## src/rtl/ps2_key_event_ctrl_if.sv

```systemverilog
// Key-event controller bus: PS/2 byte strobe in, key-event valid/ready out,
// plus FIFO occupancy and sticky overflow status.
interface ps2_key_event_ctrl_if #(
    parameter int FIFO_DEPTH = 8
);
    logic                        rx_valid;
    logic [7:0]                  rx_code;
    logic                        evt_valid;
    logic                        evt_ready;
    logic [7:0]                  evt_code;
    logic                        evt_break;
    logic                        evt_ext;
    logic [$clog2(FIFO_DEPTH):0] fifo_count;
    logic                        overflow;
    logic                        overflow_clr;

    modport master (
        output rx_valid, rx_code, evt_ready, overflow_clr,
        input  evt_valid, evt_code, evt_break, evt_ext, fifo_count, overflow
    );

    modport slave (
        input  rx_valid, rx_code, evt_ready, overflow_clr,
        output evt_valid, evt_code, evt_break, evt_ext, fifo_count, overflow
    );
endinterface

```

## src/rtl/ps2_key_event_ctrl.sv

```systemverilog
// PS/2 scan-code-set-2 prefix decoder feeding a show-ahead event FIFO.
// Optional typematic repeat filter: define PS2_TYPEMATIC_FILTER_EN.
module ps2_key_event_ctrl #(
    parameter int FIFO_DEPTH     = 8,
    parameter int TIMEOUT_CYCLES = 50000
) (
    input  logic                  clk,
    input  logic                  reset,
    ps2_key_event_ctrl_if.slave   bus
);
    localparam int AW = $clog2(FIFO_DEPTH);
    localparam int CW = AW + 1;
    localparam int TW = $clog2(TIMEOUT_CYCLES);

    typedef enum logic [2:0] {
        S_IDLE    = 3'd0,
        S_EXT     = 3'd1,
        S_BRK     = 3'd2,
        S_EXT_BRK = 3'd3,
        S_SKIP    = 3'd4
    } state_t;

    state_t         state_r, state_nxt_s;
    logic [TW-1:0]  tmo_r, tmo_nxt_s;
    logic [2:0]     skip_r, skip_nxt_s;
    logic           evt_s, brk_s, ext_s, push_s;
    logic [7:0]     code_s;

    logic [9:0]     mem_r [FIFO_DEPTH];
    logic [AW-1:0]  rd_ptr_r, wr_ptr_r;
    logic [CW-1:0]  count_r, count_nxt_s;
    logic           valid_r, overflow_r;
    logic [9:0]     head_r, head_nxt_s, wdata_s;
    logic           pop_s, full_s, wr_s, drop_s;

    // Decoder state, prefix timeout and pause-sequence skip counter.
    always_ff @(posedge clk) begin
        if (reset) begin
            state_r <= S_IDLE;
            tmo_r   <= '0;
            skip_r  <= 3'd0;
        end else begin
            state_r <= state_nxt_s;
            tmo_r   <= tmo_nxt_s;
            skip_r  <= skip_nxt_s;
        end
    end

    // Prefix decoding: next state and the candidate event for this byte.
    always_comb begin
        state_nxt_s = state_r;
        tmo_nxt_s   = '0;
        skip_nxt_s  = skip_r;
        evt_s       = 1'b0;
        code_s      = bus.rx_code;
        brk_s       = 1'b0;
        ext_s       = 1'b0;
        if (bus.rx_valid) begin
            case (state_r)
                S_IDLE: begin
                    case (bus.rx_code)
                        8'hE0: state_nxt_s = S_EXT;
                        8'hF0: state_nxt_s = S_BRK;
                        8'hE1: begin
                            state_nxt_s = S_SKIP;
                            skip_nxt_s  = 3'd7;
                        end
                        8'hFA, 8'hAA, 8'hEE, 8'hFE, 8'h00, 8'hFF: state_nxt_s = S_IDLE;
                        default: evt_s = 1'b1;
                    endcase
                end
                S_EXT: begin
                    case (bus.rx_code)
                        8'hF0:   state_nxt_s = S_EXT_BRK;
                        8'hE0:   state_nxt_s = S_EXT;
                        default: begin
                            evt_s       = 1'b1;
                            ext_s       = 1'b1;
                            state_nxt_s = S_IDLE;
                        end
                    endcase
                end
                S_BRK, S_EXT_BRK: begin
                    state_nxt_s = S_IDLE;
                    if (bus.rx_code == 8'hE0 || bus.rx_code == 8'hF0) begin
                        evt_s = 1'b0;
                    end else begin
                        evt_s = 1'b1;
                        brk_s = 1'b1;
                        ext_s = (state_r == S_EXT_BRK);
                    end
                end
                S_SKIP: begin
                    if (skip_r == 3'd1) begin
                        evt_s       = 1'b1;
                        code_s      = 8'h77;
                        ext_s       = 1'b1;
                        skip_nxt_s  = 3'd0;
                        state_nxt_s = S_IDLE;
                    end else begin
                        skip_nxt_s = skip_r - 3'd1;
                    end
                end
                default: state_nxt_s = S_IDLE;
            endcase
        end else if (state_r != S_IDLE) begin
            // A byte arriving on the expiry cycle wins, so expiry is only checked here.
            if (tmo_r == TW'(TIMEOUT_CYCLES - 1)) begin
                state_nxt_s = S_IDLE;
                skip_nxt_s  = 3'd0;
            end else begin
                tmo_nxt_s = tmo_r + TW'(1);
            end
        end else begin
            tmo_nxt_s = '0;
        end
    end

`ifdef PS2_TYPEMATIC_FILTER_EN
    logic [255:0] keydown_r;
    logic [7:0]   key_idx_s;
    logic         pause_s;

    assign key_idx_s = {ext_s, code_s[6:0]};
    assign pause_s   = (state_r == S_SKIP);
    assign push_s    = evt_s && !(!brk_s && !pause_s && keydown_r[key_idx_s]);

    // Key-down bitmap: makes set, breaks clear; the pause key is not tracked.
    always_ff @(posedge clk) begin
        if (reset) begin
            keydown_r <= '0;
        end else if (evt_s && !pause_s) begin
            keydown_r[key_idx_s] <= !brk_s;
        end
    end
`else
    assign push_s = evt_s;
`endif

    // FIFO control: accepted push/pop, occupancy and the next registered head.
    always_comb begin
        pop_s      = valid_r && bus.evt_ready;
        full_s     = (count_r == CW'(FIFO_DEPTH));
        wr_s       = push_s && (!full_s || pop_s);
        drop_s     = push_s && full_s && !pop_s;
        wdata_s    = {code_s, brk_s, ext_s};
        head_nxt_s = head_r;
        case ({wr_s, pop_s})
            2'b10:   count_nxt_s = count_r + CW'(1);
            2'b01:   count_nxt_s = count_r - CW'(1);
            default: count_nxt_s = count_r;
        endcase
        if (pop_s) begin
            if (count_r == CW'(1)) begin
                head_nxt_s = wr_s ? wdata_s : head_r;
            end else begin
                head_nxt_s = mem_r[rd_ptr_r + AW'(1)];
            end
        end else if (count_r == CW'(0) && wr_s) begin
            head_nxt_s = wdata_s;
        end else begin
            head_nxt_s = head_r;
        end
    end

    // FIFO pointers, count, registered head/valid and sticky overflow.
    always_ff @(posedge clk) begin
        if (reset) begin
            rd_ptr_r   <= '0;
            wr_ptr_r   <= '0;
            count_r    <= '0;
            valid_r    <= 1'b0;
            head_r     <= 10'd0;
            overflow_r <= 1'b0;
        end else begin
            if (wr_s) begin
                wr_ptr_r <= wr_ptr_r + AW'(1);
            end
            if (pop_s) begin
                rd_ptr_r <= rd_ptr_r + AW'(1);
            end
            count_r <= count_nxt_s;
            valid_r <= (count_nxt_s != CW'(0));
            head_r  <= head_nxt_s;
            if (drop_s) begin
                overflow_r <= 1'b1;
            end else if (bus.overflow_clr) begin
                overflow_r <= 1'b0;
            end
        end
    end

    // Event storage; contents are meaningless until covered by the count.
    always_ff @(posedge clk) begin
        if (wr_s) begin
            mem_r[wr_ptr_r] <= wdata_s;
        end
    end

    assign bus.evt_valid  = valid_r;
    assign bus.evt_code   = head_r[9:2];
    assign bus.evt_break  = head_r[1];
    assign bus.evt_ext    = head_r[0];
    assign bus.fifo_count = count_r;
    assign bus.overflow   = overflow_r;
endmodule

```

## src/flat_wrapper.sv

```systemverilog
// flat-port wrapper written by rule: the top's interface ports become plain ports
module ps2_key_event_ctrl_flat 
#(
    parameter int FIFO_DEPTH     = 8,
    parameter int TIMEOUT_CYCLES = 50000
)
  (clk, reset, bus_rx_valid, bus_rx_code, bus_evt_ready, bus_overflow_clr, bus_evt_valid, bus_evt_code, bus_evt_break, bus_evt_ext, bus_fifo_count, bus_overflow);
  ps2_key_event_ctrl_if #(.FIFO_DEPTH(FIFO_DEPTH)) bus_i ();
  input  logic clk;
  input  logic reset;
  input wire logic [$bits(bus_i.rx_valid)-1:0] bus_rx_valid;
  input wire logic [$bits(bus_i.rx_code)-1:0] bus_rx_code;
  input wire logic [$bits(bus_i.evt_ready)-1:0] bus_evt_ready;
  input wire logic [$bits(bus_i.overflow_clr)-1:0] bus_overflow_clr;
  output wire logic [$bits(bus_i.evt_valid)-1:0] bus_evt_valid;
  output wire logic [$bits(bus_i.evt_code)-1:0] bus_evt_code;
  output wire logic [$bits(bus_i.evt_break)-1:0] bus_evt_break;
  output wire logic [$bits(bus_i.evt_ext)-1:0] bus_evt_ext;
  output wire logic [$bits(bus_i.fifo_count)-1:0] bus_fifo_count;
  output wire logic [$bits(bus_i.overflow)-1:0] bus_overflow;
  assign bus_i.rx_valid = bus_rx_valid;
  assign bus_i.rx_code = bus_rx_code;
  assign bus_i.evt_ready = bus_evt_ready;
  assign bus_i.overflow_clr = bus_overflow_clr;
  assign bus_evt_valid = bus_i.evt_valid;
  assign bus_evt_code = bus_i.evt_code;
  assign bus_evt_break = bus_i.evt_break;
  assign bus_evt_ext = bus_i.evt_ext;
  assign bus_fifo_count = bus_i.fifo_count;
  assign bus_overflow = bus_i.overflow;
  ps2_key_event_ctrl #(.FIFO_DEPTH(FIFO_DEPTH), .TIMEOUT_CYCLES(TIMEOUT_CYCLES)) u_core (.clk(clk), .reset(reset), .bus(bus_i));
endmodule
```

## config.mk

```make
export PLATFORM = sky130hd
export DESIGN_NAME = ps2_key_event_ctrl_flat
export DESIGN_NICKNAME = d
export VERILOG_FILES = /design/src/rtl/ps2_key_event_ctrl_if.sv /design/src/rtl/ps2_key_event_ctrl.sv /design/src/flat_wrapper.sv
export SDC_FILE = /design/constraint.sdc
export NUM_CORES = 1
export LEC_CHECK = 0
export CAP_MARGIN = 20
export CORE_UTILIZATION = 55
export CTS_CLUSTER_SIZE = 24
export DETAILED_ROUTE_END_ITERATION = 8
export PLACE_DENSITY = 0.7
export SYNTH_ARGS = -nofsm -noshare
export SYNTH_HDL_FRONTEND = slang
export SYNTH_SLANG_ARGS = --single-unit
```

## constraint.sdc

```tcl
create_clock -name clk -period 7.2 [get_ports clk]
set_clock_uncertainty 0.05 [all_clocks]
set_input_delay 1.8 -clock clk [delete_from_list [all_inputs] [get_ports clk]]
set_output_delay 1.8 -clock clk [all_outputs]
set_load 0.02 [all_outputs]
```

Word-level counts from Yosys, hierarchy flattened
Memory sizes are Yosys's and may differ from the RTL's.
Cells that the tools add are included.
{"block": "op_classes", "n_addsub": 6, "eq_ne": 23, "n_mux": 34, "n_bitwise": 1, "reduce_logical": 26}
{"cell": "== test 8 bit (second input constant)", "count": 8}
{"cell": "2-to-1 mux 10 bit", "count": 4}
{"cell": "2-to-1 mux 8 bit", "count": 3}
{"cell": "2-to-1 mux 3 bit", "count": 7}
{"cell": "adder 16 x 1 -> 16 bit (second input constant)", "count": 1}
{"cell": "== test 16 bit (second input constant)", "count": 1}
{"cell": "2-to-1 mux 1 bit", "count": 13}
{"cell": "one-hot mux 3 bit (4 select lines)", "count": 1}
{"cell": "one-hot mux 3 bit (3 select lines)", "count": 1}
{"cell": "OR reduction 9 bit", "count": 1}
{"cell": "zero test 8 bit", "count": 1}
{"cell": "one-hot mux 4 bit (2 select lines)", "count": 1}
{"cell": "AND reduction 4 bit", "count": 2}
{"cell": "nonzero test 2 bit", "count": 4}
{"cell": "adder 3 x 1 -> 3 bit (second input constant)", "count": 2}
{"cell": "== test 3 x 1 -> 1 bit (second input constant)", "count": 2}
{"cell": "== test 3 x 2 -> 1 bit (second input constant)", "count": 2}
{"cell": "!= test 3 bit (second input constant)", "count": 2}
{"cell": "!= test 6 x 4 -> 1 bit (second input constant)", "count": 1}
{"cell": "one-hot mux 3 bit (2 select lines)", "count": 1}
{"cell": "OR reduction 6 bit", "count": 1}
{"cell": "logical AND 1 bit", "count": 5}
{"cell": "adder 4 x 1 -> 4 bit (second input constant)", "count": 1}
{"cell": "== test 4 x 1 -> 1 bit (second input constant)", "count": 1}
{"cell": "other kinds (21)", "count": 24}
{"block": "word_totals", "reg_bits": 44, "ram_bits": 80, "input_bits": 13, "out_inout_bits": 16, "elab_cells": 100, "memories": 1}
{"name": "u_core.mem_r", "words": 8, "word_bits": 10, "rd": 1, "rd_ports_with_merged_regs": 0, "write_ports": 1, "line_no": "ps2_key_event_ctrl.sv:29", "text": "logic [9:0] mem_r [FIFO_DEPTH];"}

Depth between registers and ports, before layout
{"block": "logic_depth", "word_depth": 9, "mapped_depth": 10, "ltp_nobuf": 8}

Least setup slack after synthesis
Ideal clock, no wire load.
{"block": "synth_path", "path_kind": "input port to flip-flop", "from": "input bus_rx_code[6]", "to": "memory u_core.mem_r[1][0], enable pin", "arrival_time_ns": 3.822, "required_ns": 6.760, "path_slack_ns": 2.938, "cell_stages": 6, "n_path_buf": 0, "cell_sequence": "and3_4 -> and3_4 -> a22o_4 -> o31ai_2 -> nand3_1 -> nor3_1"}
{"block": "synth_between", "elab_chain_cells": 8, "elab_cells_between_ends": 20, "cone_classes": "8 x eq/ne; 7 x mux; 5 x reduce/logical"}
{"element": "start: declaration", "line_no": "flat_wrapper.sv:12", "text": "input wire logic [$bits(bus_i.rx_code)-1:0] bus_rx_code;"}
{"element": "== test 8 bit, or another cell as far along", "line_no": "ps2_key_event_ctrl.sv:61", "text": "case (bus.rx_code)"}
{"element": "OR reduction 9 bit (no line), or another cell as far along"}
{"element": "2-to-1 mux 1 bit (on tied branches)", "line_no": "ps2_key_event_ctrl.sv:61, ps2_key_event_ctrl.sv:73, ps2_key_event_ctrl.sv:85"}
{"element": "one-hot mux 1 bit (4 select lines) (*)", "line_no": "ps2_key_event_ctrl.sv:59", "text": "case (state_r)"}
{"element": "2-to-1 mux 1 bit (*)", "line_no": "ps2_key_event_ctrl.sv:58", "text": "if (bus.rx_valid) begin"}
{"element": "logical AND 1 bit (*)", "line_no": "ps2_key_event_ctrl.sv:144", "text": "wr_s = push_s && (!full_s || pop_s);"}
{"element": "2-to-1 mux 1 bit (*)", "line_no": "ps2_key_event_ctrl.sv:195", "text": "if (wr_s) begin"}
{"element": "2-to-1 mux 1 bit (not written as such) (*)", "line_no": "ps2_key_event_ctrl.sv:196", "text": "mem_r[wr_ptr_r] <= wdata_s;"}
{"element": "end: declaration", "line_no": "ps2_key_event_ctrl.sv:29"}
Mark *: on every way between the ends. The rest lies on a longest branch, timed or not.

Final worst setup path
{"block": "layout_path", "from": "input bus_rx_valid", "to": "memory u_core.mem_r[2][9], enable pin"}
{"block": "layout_between", "elab_chain_cells": 4}
{"element": "start: declaration", "line_no": "flat_wrapper.sv:11", "text": "input wire logic [$bits(bus_i.rx_valid)-1:0] bus_rx_valid;"}
{"element": "2-to-1 mux 1 bit", "line_no": "ps2_key_event_ctrl.sv:58"}
{"element": "logical AND 1 bit", "line_no": "ps2_key_event_ctrl.sv:144"}
{"element": "2-to-1 mux 1 bit", "line_no": "ps2_key_event_ctrl.sv:195"}
{"element": "2-to-1 mux 1 bit (not written as such)", "line_no": "ps2_key_event_ctrl.sv:196"}
No other way between the ends.

==> results.json <==
{
  "ctsHoldBuffers": 0,
  "dr_wl_met2_um": 6030,
  "fin_nets": 493,
  "rows": 36,
  "critical_path_arrival_ps": 4840,
  "grt_pass1_vias": 3557,
  "fin_crit_sh_pct": 66.0,
  "async_flop_share_pct": 0,
  "grt_pass1_wl_um": 18700,
  "clkTransAtPathRegs_ps": 60,
  "seq_area_sq_um": 3280,
  "numCtsBuffers": 17,
  "layout-drive-gt1-share_pct": 16.9,
  "remaining_drc_errors": 0,
  "area_growth_pct": 17.3,
  "clockBufferDepth": 2,
  "worstHoldStart": "u_core.tmo_r[0]$_SDFF_PP0_",
  "rrSetupSlack_ps": 3930,
  "slowest_stage": "nor2_1",
  "synth_warnings": 0,
  "ys.flop_type": "edfxtp_1",
  "yosysUniqueCellTypes": 61,
  "grt_max_degree": 35,
  "cts_resized": 0,
  "startpoint_type": "primary input",
  "track_usage_pct": 25.2,
  "endpoint_kind": "flip-flop",
  "dieArea_sq_um": 10600,
  "status": "finished clean",
  "cts_tree": "done",
  "p_leak_nw": 2.12,
  "cts_root_buf": "clkbuf_8",
  "portBuffers": 28,
  "gp_congestion": 0.878,
  "fp.dieH_um": 103,
  "vdd_ir_drop_max_uv": 166,
  "antenna_found_initial": 0,
  "min_to": "u_core.tmo_r[0]$_SDFF_PP0_",
  "relSlewSlack_pct": 32.3,
  "initial_core_util_pct": 57.0,
  "cts.htree.levels": 4,
  "crit_chain": "clkdlybuf4s50_1 > nor3b_2 > and3_1 > a31oi_1 > o31a_1 > or3_4 > nor2_1",
  "cts_num_sinks": 124,
  "multi_input_area_sq_um": 2210,
  "cap_violations": 0,
  "antenna_left": 0,
  "worst_pin_slew_ps": 1010,
  "avgSynthCellArea_sq_um": 12.8,
  "critPathMaxFanout": 11,
  "reg2reg_to": "u_core.mem_r[2][9]$_DFFE_PP_",
  "finalSetupViolations": 0,
  "n_antenna_cell": 0,
  "r2r.worst_path.cells": 8,
  "timing.fmax_ghz": 0.210,
  "syn_area_sq_um": 5600,
  "rsz0062_at_grt": "false",
  "dp.final_hpwl_um": 8040,
  "routedWlPerCell_um": 19.7,
  "drv_slew": 0,
  "synth_edf_count": 80,
  "critPathKind": "primary input to flip-flop",
  "critPathBufInv": 1,
  "via_count": 3667,
  "synthesis.nets": 461,
  "synth_seq_cells": 124,
  "grt_overflow": 0,
  "max_stage_delay_ps": 780,
  "r2r-start": "u_core.skip_r[1]$_SDFFE_PP0P_",
  "core_sq_um": 9820,
  "power.total_w": 0.00196,
  "hold_class": "flip-flop to flip-flop",
  "viasPerCell": 5.94,
  "design_area_sq_um": 6560,
  "synthCells": 439,
  "critical_path_required_ps": 7290,
  "crit_family": "simple AND/OR/NAND/NOR gates",
  "io_pins": 29,
  "die-width_um": 103,
  "tns_ps": 0,
  "drt_iter0_markers": 167,
  "cts_setup_buffers": 0,
  "ys_seq_area_share_pct": 58.6,
  "fin_crit_ps": 4750,
  "hold_viol": 0,
  "min_path_cells": 1,
  "clkLatencyLatePin_ps": 520,
  "wl_met3_um": 663,
  "drt-total-wl_um": 12200,
  "routed.top_layer": "met4",
  "powerDensity_nw_per_um2": 299,
  "place_area_sq_um": 6000,
  "fill_cells": 782,
  "wl_met1_um": 5090,
  "drtPass1Iterations": 4
}
report_power, final:
group / switching [W] / leakage (nW) / internal (W)
clock network: 0.000313 / 0.266 / 0.000490
logic: 0.000198 / 0.764 / 0.000142
registers: 0.0000255 / 1.09 / 0.000794
routing by layer:
layer  global-route usage (%)  up-vias
met2                     40.3      122
met5                        0        -
met3                     5.90       27
li1                         -     1745
met1                     32.0     1773
met4                     13.8        0
logic make-up after synthesis:
family	count (synthesis)	synth area share [%]
compound gates	81	9.97
xor+xnor	19	3.11
fa+ha+maj	9	2.01
buf+inv	27	1.86
flops	124	58.6
mux	33	10.4
simple gates	146	14.0
worst register-to-register path, delay by kind of cell (launching register included):
| family | cells | cell delay [ps] |
|---|---|---|
| and+or+nand+nor | 4 | 1950 |
| AOI/OAI and AO/OA | 2 | 370 |
| DFF | 1 | 320 |
| adders and majority gates | 1 | 130 |
| buffers and inverters | 1 | 70 |
synthesized netlist by cell type (3+ instances only):
master	number	area [sq um]
nor3_1	7	35.0
and3_1	4	25.0
edfxtp_1	80	2400
o21ai_0	22	110
inv_1	8	30.0
or2_2	7	43.8
nand2_1	31	116
dfxtp_1	44	881
xor2_1	9	78.8
o21a_1	3	22.5
o2111ai_1	9	78.8
a21oi_1	25	125
a311oi_1	3	26.3
mux4_2	20	450
nand4_1	5	31.3
nor4_1	4	25.0
nand2b_1	5	31.3
nand3_1	13	65.1
xnor2_1	9	78.8
nor2_1	40	150
or3_1	4	25.0
mux2i_1	11	110
ha_1	9	113
clkbuf_1	16	60.1
nor2b_1	5	31.3
cell usage in the layout (no fill, tap or decap), types with 8 or more instances in the layout:
master / synthesis / layout
edfxtp_1: 80 / 80
dfxtp_1: 44 / 44
nor2_1: 40 / 40
nand2_1: 31 / 31
clkdlybuf4s50_1: 0 / 28
a21oi_1: 25 / 25
o21ai_0: 22 / 22
mux4_2: 20 / 20
clkbuf_16: 0 / 16
nand3_1: 13 / 13
mux2i_1: 11 / 11
o2111ai_1: 9 / 9
xor2_1: 9 / 9
xnor2_1: 9 / 9
ha_1: 9 / 9
inv_1: 8 / 8
layout make-up:
type	count	area share (%)
sequential	124	50.0
multi-input combinational	288	33.7
clock buffer	17	6.31
timing repair buffer	32	4.73
tap	133	2.54
clock inverter	15	2.27
inverter	8	0.457
registers in the layout, indices dropped and copies added (netlist names):
name	count
u_core.bus.overflow	1
u_core.skip_r	3
u_core.tmo_r	16
u_core.wr_ptr_r	3
u_core.bus.fifo_count	4
u_core.bus.evt_valid	1
u_core.head_r	10
u_core.state_r	3
u_core.mem_r	80
u_core.rd_ptr_r	3
how the worst max path moves through the flow:
| stage | from | endpoint | slack, ps | cells past startpoint |
|---|---|---|---|---|
| 6_report | bus_rx_valid | u_core.mem_r[2][9]$_DFFE_PP_ | 2450 | 7 |
| 5_1_grt | bus_rx_valid | u_core.mem_r[2][3]$_DFFE_PP_ | 2300 | 7 |
| 4_1_cts | bus_rx_valid | u_core.mem_r[2][3]$_DFFE_PP_ | 2480 | 7 |
| 3_5_place_dp | bus_rx_valid | u_core.mem_r[2][3]$_DFFE_PP_ | 1940 | 7 |
| 3_3_place_gp | bus_rx_valid | u_core.mem_r[2][4]$_DFFE_PP_ | 2070 | 7 |
| 2_1_floorplan | bus_rx_code[6] | u_core.mem_r[1][0]$_DFFE_PP_ | 2940 | 6 |
per-stage QoR:
stage               setup WS [ps]  std cells  hold slack [ps]  util [%]
finish                       2450        617              396      66.8
global route                 2300        617              420      66.8
CTS                          2480        617              396      66.8
detailed placement           1940        585              388      61.1
global placement             2070        585              378      61.1
floorplan                    2940        439              368         -
(Power assumes the default switching activity.)
